[src/rtl/vdp18_vram_pkg.sv]
// Shared types and widths for the VDP18 VRAM access scheduler.
package vdp18_vram_pkg;

  localparam int unsigned VRAM_AW = 14;
  localparam int unsigned VRAM_DW = 8;

  // Bit positions in the request vector handed to the priority select.
  localparam int unsigned REQ_CPU = 0;
  localparam int unsigned REQ_SPR = 1;
  localparam int unsigned REQ_VID = 2;
  localparam int unsigned REQ_REF = 3;

  typedef enum logic [2:0] {NONE, REF, VID, SPR, CPU} owner_t;

  typedef enum logic {IDLE, ACCESS} state_t;

endpackage

[src/rtl/vdp18_vram_prio.sv]
// Combinational VRAM slot winner: refresh > video > sprite > CPU, with a starved CPU jumping sprite.
// Zero latency; no backpressure, losing requesters simply stay pending for a later slot.
module vdp18_vram_prio
  import vdp18_vram_pkg::*;
(
  input  logic [3:0] req_i,
  input  logic [3:0] wait_i,
  input  logic [3:0] max_wait_i,
  output owner_t     owner_o
);

  logic cpu_starved;

  assign cpu_starved = req_i[REQ_CPU] && (wait_i >= max_wait_i);

  always_comb begin
    owner_o = NONE;
    if (req_i[REQ_REF]) begin
      owner_o = REF;
    end else if (req_i[REQ_VID]) begin
      owner_o = VID;
    end else if (cpu_starved) begin
      owner_o = CPU;
    end else if (req_i[REQ_SPR]) begin
      owner_o = SPR;
    end else if (req_i[REQ_CPU]) begin
      owner_o = CPU;
    end
  end

endmodule

[src/rtl/vdp18_vram_sched.sv]
// VRAM slot scheduler: one access per two pixel enables, granted at slot start, ack + read data on the slot-end edge.
// Requesters hold their request until ack; optional refresh reads under VDP18_VRAM_REFRESH_EN.
module vdp18_vram_sched
  import vdp18_vram_pkg::*;
#(
  parameter int unsigned CPU_MAX_WAIT   = 8,
  parameter int unsigned REFRESH_PERIOD = 64
) (
  input  logic               clk_i,
  input  logic               reset_i,
  input  logic               clk_en_5m37_i,
  input  logic               vid_req_i,
  input  logic [VRAM_AW-1:0] vid_a_i,
  output logic               vid_ack_o,
  input  logic               spr_req_i,
  input  logic [VRAM_AW-1:0] spr_a_i,
  output logic               spr_ack_o,
  input  logic               cpu_req_i,
  input  logic               cpu_we_i,
  input  logic [VRAM_AW-1:0] cpu_a_i,
  input  logic [VRAM_DW-1:0] cpu_d_i,
  output logic               cpu_ack_o,
  output logic [VRAM_DW-1:0] rd_data_o,
  output logic [VRAM_AW-1:0] vram_a_o,
  output logic [VRAM_DW-1:0] vram_d_o,
  output logic               vram_we_o,
  input  logic [VRAM_DW-1:0] vram_d_i
);

  localparam logic [3:0] MAX_WAIT = 4'(CPU_MAX_WAIT);

  state_t             state_q, state_d;
  owner_t             owner_q, owner_d, win;
  logic               phase_q, phase_d;
  logic [VRAM_AW-1:0] addr_q, addr_d;
  logic [VRAM_DW-1:0] wdat_q, wdat_d;
  logic [VRAM_DW-1:0] rd_data_q, rd_data_d;
  logic               we_q, we_d;
  logic               vid_ack_q, vid_ack_d;
  logic               spr_ack_q, spr_ack_d;
  logic               cpu_ack_q, cpu_ack_d;
  logic [3:0]         wait_q, wait_d;
  logic [3:0]         req_vec;
  logic               ref_pend;
  logic [VRAM_AW-1:0] ref_addr;
  logic               slot_start, slot_end, grant, done;

  assign slot_start = clk_en_5m37_i && !phase_q;
  assign slot_end   = clk_en_5m37_i && phase_q;
  assign phase_d    = phase_q ^ clk_en_5m37_i;
  assign req_vec    = {ref_pend, vid_req_i, spr_req_i, cpu_req_i};

  vdp18_vram_prio u_prio (
    .req_i      (req_vec),
    .wait_i     (wait_q),
    .max_wait_i (MAX_WAIT),
    .owner_o    (win)
  );

  // The FSM is always IDLE at a slot start, since ACCESS ends on every slot end.
  assign grant = (state_q == IDLE) && slot_start && (win != NONE);
  assign done  = (state_q == ACCESS) && slot_end;

`ifdef VDP18_VRAM_REFRESH_EN
  localparam int unsigned    RCW      = (REFRESH_PERIOD > 1) ? $clog2(REFRESH_PERIOD) : 1;
  localparam logic [RCW-1:0] REF_LAST = RCW'(REFRESH_PERIOD - 1);
  localparam logic [RCW-1:0] REF_ONE  = RCW'(1);

  logic [RCW-1:0] ref_cnt_q, ref_cnt_d;
  logic           ref_pend_q, ref_pend_d;
  logic [6:0]     ref_row_q, ref_row_d;

  // A new refresh due at the same slot start as a grant takes precedence over the clear.
  always_comb begin
    ref_cnt_d  = ref_cnt_q;
    ref_pend_d = ref_pend_q;
    ref_row_d  = ref_row_q;
    if (grant && (win == REF)) begin
      ref_pend_d = 1'b0;
      ref_row_d  = ref_row_q + 7'd1;
    end
    if (slot_start) begin
      if (ref_cnt_q == REF_LAST) begin
        ref_cnt_d  = '0;
        ref_pend_d = 1'b1;
      end else begin
        ref_cnt_d = ref_cnt_q + REF_ONE;
      end
    end
  end

  always_ff @(posedge clk_i or posedge reset_i) begin
    if (reset_i) begin
      ref_cnt_q  <= '0;
      ref_pend_q <= 1'b0;
      ref_row_q  <= '0;
    end else begin
      ref_cnt_q  <= ref_cnt_d;
      ref_pend_q <= ref_pend_d;
      ref_row_q  <= ref_row_d;
    end
  end

  assign ref_pend = ref_pend_q;
  assign ref_addr = {{(VRAM_AW-7){1'b0}}, ref_row_q};
`else
  assign ref_pend = 1'b0;
  assign ref_addr = '0;
`endif

  always_ff @(posedge clk_i or posedge reset_i) begin
    if (reset_i) begin
      state_q <= IDLE;
    end else begin
      state_q <= state_d;
    end
  end

  always_comb begin
    state_d = state_q;
    case (state_q)
      IDLE:    if (grant) state_d = ACCESS;
      ACCESS:  if (slot_end) state_d = IDLE;
      default: state_d = IDLE;
    endcase
  end

  always_comb begin
    owner_d   = owner_q;
    addr_d    = addr_q;
    wdat_d    = wdat_q;
    we_d      = we_q;
    rd_data_d = rd_data_q;
    vid_ack_d = 1'b0;
    spr_ack_d = 1'b0;
    cpu_ack_d = 1'b0;
    if (grant) begin
      owner_d = win;
      wdat_d  = cpu_d_i;
      we_d    = (win == CPU) && cpu_we_i;
      case (win)
        REF:     addr_d = ref_addr;
        VID:     addr_d = vid_a_i;
        SPR:     addr_d = spr_a_i;
        CPU:     addr_d = cpu_a_i;
        default: addr_d = addr_q;
      endcase
    end
    if (done) begin
      we_d = 1'b0;
      // Refresh is a dummy read: data and acks stay untouched.
      if ((owner_q != REF) && !we_q) begin
        rd_data_d = vram_d_i;
      end
      vid_ack_d = (owner_q == VID);
      spr_ack_d = (owner_q == SPR);
      cpu_ack_d = (owner_q == CPU);
    end
  end

  always_comb begin
    wait_d = wait_q;
    if (grant && (win == CPU)) begin
      wait_d = '0;
    end else if (slot_start && cpu_req_i && (wait_q != 4'hF)) begin
      wait_d = wait_q + 4'd1;
    end
  end

  always_ff @(posedge clk_i or posedge reset_i) begin
    if (reset_i) begin
      phase_q   <= 1'b0;
      owner_q   <= NONE;
      addr_q    <= '0;
      wdat_q    <= '0;
      we_q      <= 1'b0;
      rd_data_q <= '0;
      vid_ack_q <= 1'b0;
      spr_ack_q <= 1'b0;
      cpu_ack_q <= 1'b0;
      wait_q    <= '0;
    end else begin
      phase_q   <= phase_d;
      owner_q   <= owner_d;
      addr_q    <= addr_d;
      wdat_q    <= wdat_d;
      we_q      <= we_d;
      rd_data_q <= rd_data_d;
      vid_ack_q <= vid_ack_d;
      spr_ack_q <= spr_ack_d;
      cpu_ack_q <= cpu_ack_d;
      wait_q    <= wait_d;
    end
  end

  assign vram_a_o  = addr_q;
  assign vram_d_o  = wdat_q;
  assign vram_we_o = we_q;
  assign rd_data_o = rd_data_q;
  assign vid_ack_o = vid_ack_q;
  assign spr_ack_o = spr_ack_q;
  assign cpu_ack_o = cpu_ack_q;

endmodule

[config.mk]
export PLATFORM = sky130hd
export DESIGN_NAME = vdp18_vram_sched
export DESIGN_NICKNAME = d
export VERILOG_FILES = /design/src/rtl/vdp18_vram_pkg.sv /design/src/rtl/vdp18_vram_prio.sv /design/src/rtl/vdp18_vram_sched.sv
export SDC_FILE = /design/constraint.sdc
export NUM_CORES = 1
export LEC_CHECK = 0
export BUFFER_PORTS_ARGS = -buffer_cell sky130_fd_sc_hd__buf_2
export CORE_ASPECT_RATIO = 1.4
export CORE_UTILIZATION = 40
export DETAILED_ROUTE_END_ITERATION = 8
export GPL_TIMING_DRIVEN = 0
export PLACE_DENSITY = 0.69
export SKIP_CTS_REPAIR_TIMING = 1
export SLEW_MARGIN = 5
export SYNTH_ARGS = -nofsm -noshare
export SYNTH_HDL_FRONTEND = slang
export SYNTH_SLANG_ARGS = --single-unit
[constraint.sdc]
create_clock -name clk_i -period 2.4 [get_ports clk_i]
set_clock_uncertainty 0.1 [all_clocks]
set_input_delay 0 -clock clk_i [delete_from_list [all_inputs] [get_ports clk_i]]
set_output_delay 0 -clock clk_i [all_outputs]
set_load 0.02 [all_outputs]
[After elaboration in Yosys (flattened, before gate mapping)]
Cells that the tools add are included.
Widths: inputs -> output; s select.
Storage, ports and cells
  bits in registers: 43
  input port bits: 65
  output and inout bits: 34
Operators by class
  $add $sub $neg: 1
  magnitude comparators: 1
  equality and inequality tests: 9
  muxes and demuxes: 15
  bitwise gates (word level): 2
  reduce and logical (&&, ||, !) cells: 19
Operators by type and width (number)
  $pmux 14 s4: 1
  $eq 3x2->1 const B: 4
  $mux 3: 4
  $logic_and 1x1->1: 11
  $mux 4: 2
  $mux 1: 7
  $eq 3x3->1 const B: 2
  $add 4x1->4 const B: 1
  $ge 4x4->1 const B: 1
  $ne 4x4->1 const B: 1
  $reduce_and 2->1: 2
  $reduce_bool 2->1: 2
  $reduce_bool 4->1: 1
  $eq 3x1->1 const B: 1
  $ne 3x1->1 const B: 1
  $reduce_bool 3->1: 1
  $logic_not 1->1: 2
  $pmux 1 s2: 1
  $not 1->1: 1
  $xor 1x1->1: 1

[Longest topological paths before layout]
Gate-level depths: netlist of run 1.
  depth after elaboration: 8
  depth in mapped cells: 9
  depth with buffers taken out: 6

[By module]
A second synthesis of run 1 with hierarchy kept.
Unflattened totals
  cells, all modules: 180
  area total of the unflattened synthesis: 2189.6 µm²
By module, submodules not included
  vdp18_vram_sched: instances 1, cells an instance 160, area an instance 2030.7 µm², sequential area each 1076.0 µm²
  vdp18_vram_prio: instances 1, cells an instance 20, area an instance 158.9 µm², sequential area each 0.0 µm²

[Least setup slack after synthesis of run 1]
No wires, ideal clock.
  path type: register to register
  start point: reg phase_q
  end point: reg rd_data_q[0] (netlist: rd_data_o[0])
  setup time: 125 ps
  arrival time: 1361 ps
  data required time: 2175 ps
  path slack: 814 ps
  cell stages (with the launch flop): 5
  path buffers: 0
  clock period less this slack: 1586 ps
  cells stage by stage: dfrtp_1 ha_1 nand2_1 a211oi_4 mux2_2
On the way
  longest elaborated chain between the ends: 3
Ends and longest elaborated chain
  from (decl): line vdp18_vram_sched.sv:34  | logic phase_q, phase_d;
  from (signal assigned): line vdp18_vram_sched.sv:183  | phase_q <= phase_d;
  $logic_and 1x1->1: line vdp18_vram_sched.sv:49  | assign slot_end = clk_en_5m37_i && phase_q;
  $logic_and 1x1->1: line vdp18_vram_sched.sv:62  | assign done = (state_q == ACCESS) && slot_end;
  $reduce_and 2->1 (no line)
  to (signal assigned): line vdp18_vram_sched.sv:188  | rd_data_q <= rd_data_d;
  to (decl): line vdp18_vram_sched.sv:37  | logic [VRAM_DW-1:0] rd_data_q, rd_data_d;
Every way passes these cells.
A chain may end at the register's enable or synchronous reset.

[Final worst setup path of run 1]
  start point: reg phase_q
  end point: reg addr_q[6] (netlist: vram_a_o[6])
On the way
  longest elaborated chain between the ends: 5
Ends and longest elaborated chain
  $logic_not 1->1: line vdp18_vram_sched.sv:48  | assign slot_start = clk_en_5m37_i && !phase_q;
  $logic_and 1x1->1: line vdp18_vram_sched.sv:48
  $logic_and 1x1->1 (2 in series): line vdp18_vram_sched.sv:61  | assign grant = (state_q == IDLE) && slot_start && (win != NONE);
  $reduce_and 2->1 (no line)
  to (signal assigned): line vdp18_vram_sched.sv:185  | addr_q <= addr_d;
  to (decl): line vdp18_vram_sched.sv:35  | logic [VRAM_AW-1:0] addr_q, addr_d;
Every way passes these cells.

==> flow_metrics.env, run 1 <==
export IMPL_syn_num_nets=249
export IMPL_hold_violations=2
export IMPL_path_cells="inv_1 -> ha_1 -> nor2b_1 -> buf_2 -> o31ai_1 -> a221oi_1 -> o21ai_0 -> dlygate4sd3_1"
export IMPL_fin_hold_ws_ns=-0.0628
export IMPL_drcViolationCount=0
export IMPL_antenna_cells=0
export IMPL_synth_most_common_cell="dfrtp_1"
export IMPL_crit_fanout=8
export IMPL_cts_root_buf="clkbuf_8"
export IMPL_worstMarginPinSlew_ns=0.468
export IMPL_cp_data_arrival_time_ns=2.32
export IMPL_wl_per_cell_um=13.5
export IMPL_slew_headroom_pct=68.7
export IMPL_cts_tree="built"
export IMPL_layout_drive_gt1_share_pct=39.5
export IMPL_numCtsBuffers=5
export IMPL_syn_avg_cell_area_um2=10.9
export IMPL_synthFlopType="dfrtp_1"
export IMPL_place_detailed_hpwl_um=3430
export IMPL_period_share_pct=93.4
export IMPL_intPower_w=0.00199
export IMPL_route_met2_wl_um=2850
export IMPL_timing_fmax_mhz=446
export IMPL_fp_dieW_um=61.1
export IMPL_yosysUniqueCellTypes=32
export IMPL_start_util_pct=42.5
export IMPL_clk_pin_slew_ns=0.08
export IMPL_power_density_mw_per_mm2=1040
export IMPL_power_w=0.00325
export IMPL_coreArea_mm2=0.00461
export IMPL_p_sw_w=0.00126
export IMPL_grt_remaining_overflow=0
export IMPL_rsz0062_at_grt="no"
export IMPL_slew_violations=0
export IMPL_synth_seq_area_share_pct=55.0
export IMPL_drt_iter0_markers=162
export IMPL_route_met3_wl_um=246
export IMPL_drt_total_wl_um=5320
export IMPL_clkPwrFrac_pct=17.8
export IMPL_clkLatencyLatePin_ns=0.29
export IMPL_worstSetupPathType="flop to flop"
export IMPL_synth_edf_count=0
export IMPL_period_needed_ns=2.24
export IMPL_pre_cts_slack_ns=0.636
export IMPL_antenna_found_initial=0
export IMPL_status="finished, violations left"
export IMPL_syn_area_mm2=0.00196
export IMPL_cp_buffers_inverters=3
export IMPL_slowest_delay_ns=0.56
export IMPL_setup_viol=0
export IMPL_holdCritPathClass="input pin to flop"
export IMPL_async_flop_share_pct=100
export IMPL_p_seq_share_pct=38.7
export IMPL_leakage_nw=1.54
export IMPL_synth_warnings=0
export IMPL_nets=400
export IMPL_yosysTopAreaCellShare_pct=55.0
export IMPL_syn_instance_count=180
export IMPL_areaGrowthSynthToFinish_pct=59.1
export IMPL_grt_pass1_wl_um=7110
export IMPL_rows=29
export IMPL_yosysTopAreaCell="dfrtp_1"
export IMPL_vias=1947
export IMPL_gp_congestion=0.811
export IMPL_end_kind="flop"
export IMPL_ant_nets=0
export IMPL_met1_length_um=2120
export IMPL_ys_top_cells_by_count="43 x dfrtp_1, 28 x nand2_1, 20 x nor2_1"
export IMPL_critPathTopFamily="buffers and inverters"
export IMPL_ir_worst_vdd_mv=0.612
export IMPL_cp_data_required_time_ns=2.48
export IMPL_h_tree_depth=2
export IMPL_clock_sinks=43
export IMPL_synth_area_top_cells="dfrtp_1 55%, a222oi_1 6.6%, nand2_1 5.4%, mux2_2 4.6%, a21oi_1 4.1%"
export IMPL_dieArea_mm2=0.00518
export IMPL_postLayoutSetupSlackWorst_ns=0.158
export IMPL_worst_setup_path_start_kind="flop"
export IMPL_cts_buffer_depth=2
export IMPL_grt_usage_pct=18.5
export IMPL_dr_max_layer_used="met4"
export IMPL_dieHeight_um=84.8
export IMPL_pin_count=99
export IMPL_drt_pass1_iter_count=7
export IMPL_ys_seq_elements=43
export IMPL_grt_max_degree=31
export IMPL_slowest_stage="dlygate4sd3_1"
export IMPL_nFillCells=388
export IMPL_first_global_vias=1595
export IMPL_max_cap_violations=0
export IMPL_power_share_switching_pct=38.7
export IMPL_viasPerCell=4.94
export IMPL_power_frac_comb_pct=43.5
export IMPL_setup_tns_final_ns=0
export IMPL_violations="negative hold slack"
export IMPL_portBuffers=98
-- worst paths after layout --
kind / from / end / slack [ns] / cells past startpoint
setup / recovery: phase_q / vram_a_o[6] / 0.16 / 8
hold / removal: cpu_a_i[12] / vram_a_o[12] / -0.06 / 3
setup reg to reg: phase_q / vram_a_o[6] / 0.16 / 8
hold reg to reg: vram_d_o[3] / vram_d_o[3] / 0.37 / 2
max in group asynchronous: reset_i / state_q / 1.66 / 4
min in group asynchronous: reset_i / rd_data_o[4] / 0.09 / 3
-- power groups by stage --
stage                     sequential [W]  combinational [W]  clock (W)
after floorplan                  0.00157           0.000560          0
after global placement           0.00125            0.00130          0
after detailed placement         0.00127            0.00133          0
after CTS                        0.00126            0.00133   0.000595
after global routing             0.00130            0.00154   0.000625
final                            0.00126            0.00141   0.000579
-- layout make-up --
| class | instances | area (um2) | share of cell area (%) |
|---|---|---|---|
| Inverter | 7 | 26.3 | 0.844 |
| Sequential cell | 43 | 1080 | 34.6 |
| Buffer | 10 | 67.6 | 2.17 |
| Tap cell | 62 | 77.6 | 2.49 |
| Multi-Input combinational cell | 120 | 787 | 25.3 |
| Clock inverter | 2 | 35.0 | 1.13 |
| Timing Repair Buffer | 144 | 961 | 30.9 |
| Clock buffer | 6 | 82.6 | 2.65 |
-- registers in the layout, indices dropped and copies added, names as in the netlist --
register,cells
cpu_ack_o,1
owner_q,3
phase_q,1
rd_data_o,8
spr_ack_o,1
state_q,1
vid_ack_o,1
vram_a_o,14
vram_d_o,8
vram_we_o,1
wait_q,4
-- layout by cell type, fill, tap and decap left out, types with 2 or more instances in the layout --
| cell type | netlist | routed |
|---|---|---|
| a211oi_4 | 2 | 2 |
| nor4b_1 | 2 | 2 |
| nor2b_1 | 2 | 2 |
| nand2_1 | 28 | 28 |
| nor2_1 | 20 | 20 |
| a21oi_1 | 16 | 16 |
| buf_4 | 2 | 2 |
| o21ai_0 | 4 | 4 |
| a222oi_1 | 13 | 13 |
| ha_1 | 4 | 4 |
| nand3_1 | 2 | 2 |
| dfrtp_1 | 43 | 43 |
| inv_1 | 7 | 6 |
| xnor2_1 | 2 | 2 |
| nor3_1 | 3 | 3 |
| clkbuf_8 | 0 | 6 |
| dlygate4sd3_1 | 0 | 45 |
| buf_6 | 2 | 2 |
| buf_2 | 6 | 104 |
| mux2_2 | 8 | 8 |
-- metal layers --
metal	up-vias	GRT usage (%)
li1	946	-
met2	58	31.0
met3	9	5.08
met5	-	0
met4	0	6.82
met1	934	21.8
-- tightest hold or removal path, stage by stage --
cell and delay, ns:
buf_2 0.08, a222oi_1 0.06, a21oi_1 0.15
-- stage by stage --
stage / hold slack (ns) / instances / instance area [um2] / utilization [%]
6_report: -0.0628 / 394 / 3110 / 67.6
5_1_grt: -0.0133 / 394 / 3110 / 67.6
4_1_cts: -0.444 / 349 / 2660 / 57.8
3_5_place_dp: -0.126 / 341 / 2540 / 55.2
3_3_place_gp: 0.0889 / 340 / 2520 / 54.8
2_1_floorplan: 0.00544 / 180 / 1960 / -
-- cell families (layout without fill, tap and decap cells) --
| family | count (synthesis) | in the layout | synth area share [%] |
|---|---|---|---|
| simple gates | 63 | 63 | 15.1 |
| compound gates | 43 | 43 | 17.1 |
| flops | 43 | 43 | 55.0 |
| buf+inv | 17 | 169 | 4.80 |
| mux | 8 | 8 | 4.60 |
| fa+ha+maj | 4 | 4 | 2.56 |
| xor+xnor | 2 | 2 | 0.895 |
Power figures use the tool's default switching activity.
==> run 2: changes to the inputs <==
- PLACE_DENSITY: 0.69 -> default
- PLACE_DENSITY_LB_ADDON: default -> 0.08
- REMOVE_ABC_BUFFERS: default -> 1
==> flow_metrics.env, run 2 (synthesis results as in run 1) <==
export IMPL_leakage_nw=1.49
export IMPL_fin_hold_ws_ns=-0.0508
export IMPL_cts_root_buf="clkbuf_8"
export IMPL_violations="negative hold slack"
export IMPL_cp_data_required_time_ns=2.52
export IMPL_max_cap_violations=0
export IMPL_drcViolationCount=0
export IMPL_pin_count=99
export IMPL_dr_max_layer_used="met4"
export IMPL_ir_worst_vdd_mv=0.625
export IMPL_final_area_mm2=0.00306
export IMPL_cts_buffer_depth=2
export IMPL_areaGrowthSynthToFinish_pct=56.5
export IMPL_hold_violations=1
export IMPL_route_met3_wl_um=260
export IMPL_clk_pin_slew_ns=0.08
export IMPL_nets=393
export IMPL_rows=29
export IMPL_portBuffers=98
export IMPL_wl_per_cell_um=12.9
export IMPL_cp_data_arrival_time_ns=2.36
export IMPL_viasPerCell=4.93
export IMPL_dieArea_mm2=0.00518
export IMPL_antenna_found_initial=0
export IMPL_clkLatencyLatePin_ns=0.29
export IMPL_end_kind="flop"
export IMPL_dieHeight_um=84.8
export IMPL_numCtsBuffers=5
export IMPL_gp_congestion=0.730
export IMPL_ant_nets=0
export IMPL_start_util_pct=42.5
export IMPL_coreArea_mm2=0.00461
export IMPL_slowest_stage="a211oi_4"
export IMPL_layout_drive_gt1_share_pct=38.2
export IMPL_drt_pass1_iter_count=5
export IMPL_largest_reg_flops=14
export IMPL_worstSetupPathType="flop to flop"
export IMPL_worstMarginPinSlew_ns=0.887
export IMPL_place_area_mm2=0.00248
export IMPL_drt_iter0_markers=73
export IMPL_fp_dieW_um=61.1
export IMPL_first_global_vias=1596
export IMPL_vias=1906
export IMPL_antenna_cells=0
export IMPL_met1_length_um=1990
export IMPL_timing_fmax_mhz=447
export IMPL_path_cells="a211oi_4 -> a222oi_1 -> dlygate4sd3_1 -> a21oi_1"
export IMPL_grt_usage_pct=18.2
export IMPL_slew_violations=0
export IMPL_grt_pass1_wl_um=7060
export IMPL_cts_tree="built"
export IMPL_status="finished, violations left"
export IMPL_rsz0062_at_grt="no"
export IMPL_drt_total_wl_um=4990
export IMPL_slew_headroom_pct=40.5
export IMPL_grt_max_degree=36
export IMPL_holdCritPathClass="input pin to flop"
export IMPL_setup_viol=0
export IMPL_grt_remaining_overflow=0
export IMPL_clock_sinks=43
export IMPL_fin_util_pct=66.5
export IMPL_route_met2_wl_um=2670
export IMPL_place_detailed_hpwl_um=3100
export IMPL_worst_setup_path_start_kind="flop"
export IMPL_period_needed_ns=2.24
export IMPL_slowest_delay_ns=0.65
export IMPL_power_density_mw_per_mm2=1010
export IMPL_layout_common_cells="98 x buf_2, 47 x dlygate4sd3_1, 43 x dfrtp_1"
export IMPL_crit_fanout=15
export IMPL_h_tree_depth=2
export IMPL_mostFrequentLayoutCell="buf_2"
export IMPL_period_share_pct=93.2
-- run 2: changes by cell type in the layout (fill, tap and decap cells not counted) --
cell,before,now
o31ai_2,0,1
o31ai_1,1,0
bufinv_16,1,0
clkbuf_8,6,5
buf_2,104,98
dlygate4sd3_1,45,47
clkinv_4,0,2
clkinv_2,1,0
buf_6,2,0
clkinvlp_4,0,1
o31a_1,1,0
buf_8,0,1
buf_4,2,0
o31a_2,0,1
-- run 2: final timing paths --
| path | from | endpoint | slack, ns | cells after the start |
|---|---|---|---|---|
| worst min-delay path | spr_a_i[4] | vram_a_o[4] | -0.05 | 3 |
| worst min register to register | vram_d_o[7] | vram_d_o[7] | 0.38 | 2 |
| worst max register to register | wait_q[3] | vram_a_o[11] | 0.16 | 4 |
| worst max-delay path | wait_q[3] | vram_a_o[11] | 0.16 | 4 |
| max in group asynchronous | reset_i | vram_a_o[5] | 1.65 | 4 |
| min in group asynchronous | reset_i | rd_data_o[2] | 0.10 | 3 |
-- run 2: layout make-up --
class | instances | area [um2]
clock buffer | 5 | 68.8
clock inverter | 3 | 25.0
fill | 397 | 1550
inverter | 7 | 26.3
multi-input combinational | 120 | 793
sequential | 43 | 1080
tap | 62 | 77.6
timing repair buffer | 147 | 996
-- run 2: critical path: cells and delay by family, from the launching register on --
kind	cells	cell delay (ns)
buffers and inverters	1	0.61
flip-flops	1	0.45
AO/OA/AOI/OAI	3	0.99
-- run 2: routing by layer --
metal	up-vias	GRT usage [%]
met5	-	0
met4	0	5.58
met3	8	6.32
met2	68	29.4
met1	902	22.2
li1	928	-
-- run 2: stage by stage --
step	total power, W	setup TNS (ns)	hold slack [ns]	setup slack [ns]	cells
2_1_floorplan	0.00210	0	0.00544	0.334	170
3_3_place_gp	0.00252	-2.59	0.0911	-0.142	330
3_5_place_dp	0.00255	-4.03	-0.122	-0.222	331
4_1_cts	0.00302	-4.51	-0.454	-0.227	339
5_1_grt	0.00332	0	0.0169	0.0664	387
6_report	0.00309	0	-0.0508	0.164	387
-- run 2: where the power goes --
group | internal, W | leakage, nW | switching (W)
Combinational | 0.000579 | 0.924 | 0.000790
Clock | 0.000208 | 0.0443 | 0.000255
Sequential | 0.00105 | 0.522 | 0.000204
==> run 3: changes to the inputs <==
==> constraint.sdc (replaced) <==
create_clock -name clk_i -period 2.4 [get_ports clk_i]
set_clock_uncertainty 0.1 [all_clocks]
set_input_delay 0.24 -clock clk_i [delete_from_list [all_inputs] [get_ports clk_i]]
set_output_delay 0.24 -clock clk_i [all_outputs]
set_load 0.02 [all_outputs]
==> flow_metrics.env, run 3 (synthesis results as in run 1) <==
export IMPL_worst_setup_path_start_kind="flop"
export IMPL_vias=1711
export IMPL_grt_remaining_overflow=0
export IMPL_crit_fanout=21
export IMPL_fp_dieW_um=61.1
export IMPL_slew_violations=0
export IMPL_dieHeight_um=84.8
export IMPL_start_util_pct=42.5
export IMPL_numCtsBuffers=5
export IMPL_pin_count=99
export IMPL_largest_reg_flops=14
export IMPL_ir_worst_vdd_mv=0.586
export IMPL_coreArea_mm2=0.00461
export IMPL_slew_headroom_pct=40.5
export IMPL_cp_data_arrival_time_ns=2.23
export IMPL_portBuffers=98
export IMPL_period_needed_ns=2.11
export IMPL_r2r_cells=7
export IMPL_antenna_found_initial=0
export IMPL_ant_nets=0
export IMPL_max_cap_violations=0
export IMPL_mostFrequentLayoutCell="buf_2"
export IMPL_end_kind="flop"
export IMPL_power_density_mw_per_mm2=1150
export IMPL_worstSetupPathType="flop to flop"
export IMPL_hold_path_cell_count=3
export IMPL_grt_pass1_wl_um=7060
export IMPL_drt_pass1_iter_count=5
export IMPL_grt_max_degree=36
export IMPL_dieArea_mm2=0.00518
export IMPL_h_tree_depth=2
export IMPL_timing_fmax_mhz=473
export IMPL_cp_data_required_time_ns=2.52
export IMPL_place_detailed_hpwl_um=3100
export IMPL_drcViolationCount=0
export IMPL_cts_buffer_depth=2
export IMPL_clock_sinks=43
export IMPL_register_area_mm2=0.00108
export IMPL_setup_tns_final_ns=0
export IMPL_cts_root_buf="clkbuf_8"
export IMPL_hold_violations=0
export IMPL_fin_util_pct=56.5
export IMPL_nets=347
export IMPL_drt_total_wl_um=4280
export IMPL_rsz0062_at_grt="no"
export IMPL_holdCritPathClass="input pin to flop"
export IMPL_layout_drive_gt1_share_pct=44.4
export IMPL_clkLatencyLatePin_ns=0.29
export IMPL_multiInputGateArea_um2=793
export IMPL_rows=29
export IMPL_setup_viol=0
export IMPL_leakage_nw=1.31
export IMPL_antenna_cells=0
export IMPL_reg2reg_from="phase_q"
export IMPL_drt_iter0_markers=78
export IMPL_power_w=0.00300
export IMPL_grt_usage_pct=18.2
export IMPL_period_share_pct=88.1
export IMPL_layout_common_cells="98 x buf_2, 43 x dfrtp_1, 28 x nand2_1"
export IMPL_nFillCells=442
export IMPL_startpoint="phase_q"
export IMPL_first_global_vias=1596
export IMPL_cts_tree="built"
export IMPL_status="completed"
export IMPL_wl_per_cell_um=12.6
export IMPL_worstMarginPinSlew_ns=0.888
export IMPL_clk_pin_slew_ns=0.09
export IMPL_holdCritStartpoint="cpu_d_i[6]"
export IMPL_areaGrowthSynthToFinish_pct=33.0
export IMPL_gp_congestion=0.730
export IMPL_viasPerCell=5.02
==> run 3: path summary, 6_finish.rpt <==
check                                to  slack [ns]
setup reg to reg            vram_a_o[6]        0.29
max in group asynchronous   vram_a_o[5]        1.40
hold reg to reg             vram_d_o[6]        0.38
hold / removal              vram_d_o[6]        0.03
setup / recovery            vram_a_o[6]        0.29
min in group asynchronous  rd_data_o[2]        0.34
==> run 3: worst max-delay path, stage by stage, from the launching register on <==
cell,delay (ns)
dfrtp_1,0.39
inv_1,0.06
ha_1,0.17
nor2b_1,0.47
o31a_2,0.44
buf_8,0.22
nor2_1,0.05
o21ai_0,0.13
==> run 3: metrics by stage <==
stage                     cell area [um2]  hold WS [ns]  setup slack [ns]  cells
after floorplan                      1890         0.245             0.334    170
after global placement               2460         0.331            -0.142    330
after detailed placement             2480         0.118            -0.222    331
after CTS                            2580        -0.214            -0.227    339
after global routing                 2600        0.0331            0.0884    341
final                                2600        0.0292             0.286    341
==> run 3: area by class of cell <==
type                    count  share of cell area [%]
flip-flops and latches     43                    41.3
inverters                   7                    1.01
well taps                  62                    2.98
multi-input cells         120                    30.5
clock buffers               5                    2.64
repair buffers            101                    20.6
clock inverters             3                   0.962
==> run 3: power by group <==
group          switching [W]  internal, W
logic               0.000768     0.000516
clock network       0.000257     0.000208
registers           0.000200      0.00105
total                0.00122      0.00178
==> run 3: routing by layer <==
layer / global-route usage [%] / share of wire, % / vias to the layer above
li1: - / - / 837
met1: 22.2 / 41 / 793
met2: 29.4 / 51 / 74
met3: 6.32 / 7.4 / 7
met4: 5.58 / 1.5 / 0
met5: 0 / 0 / -
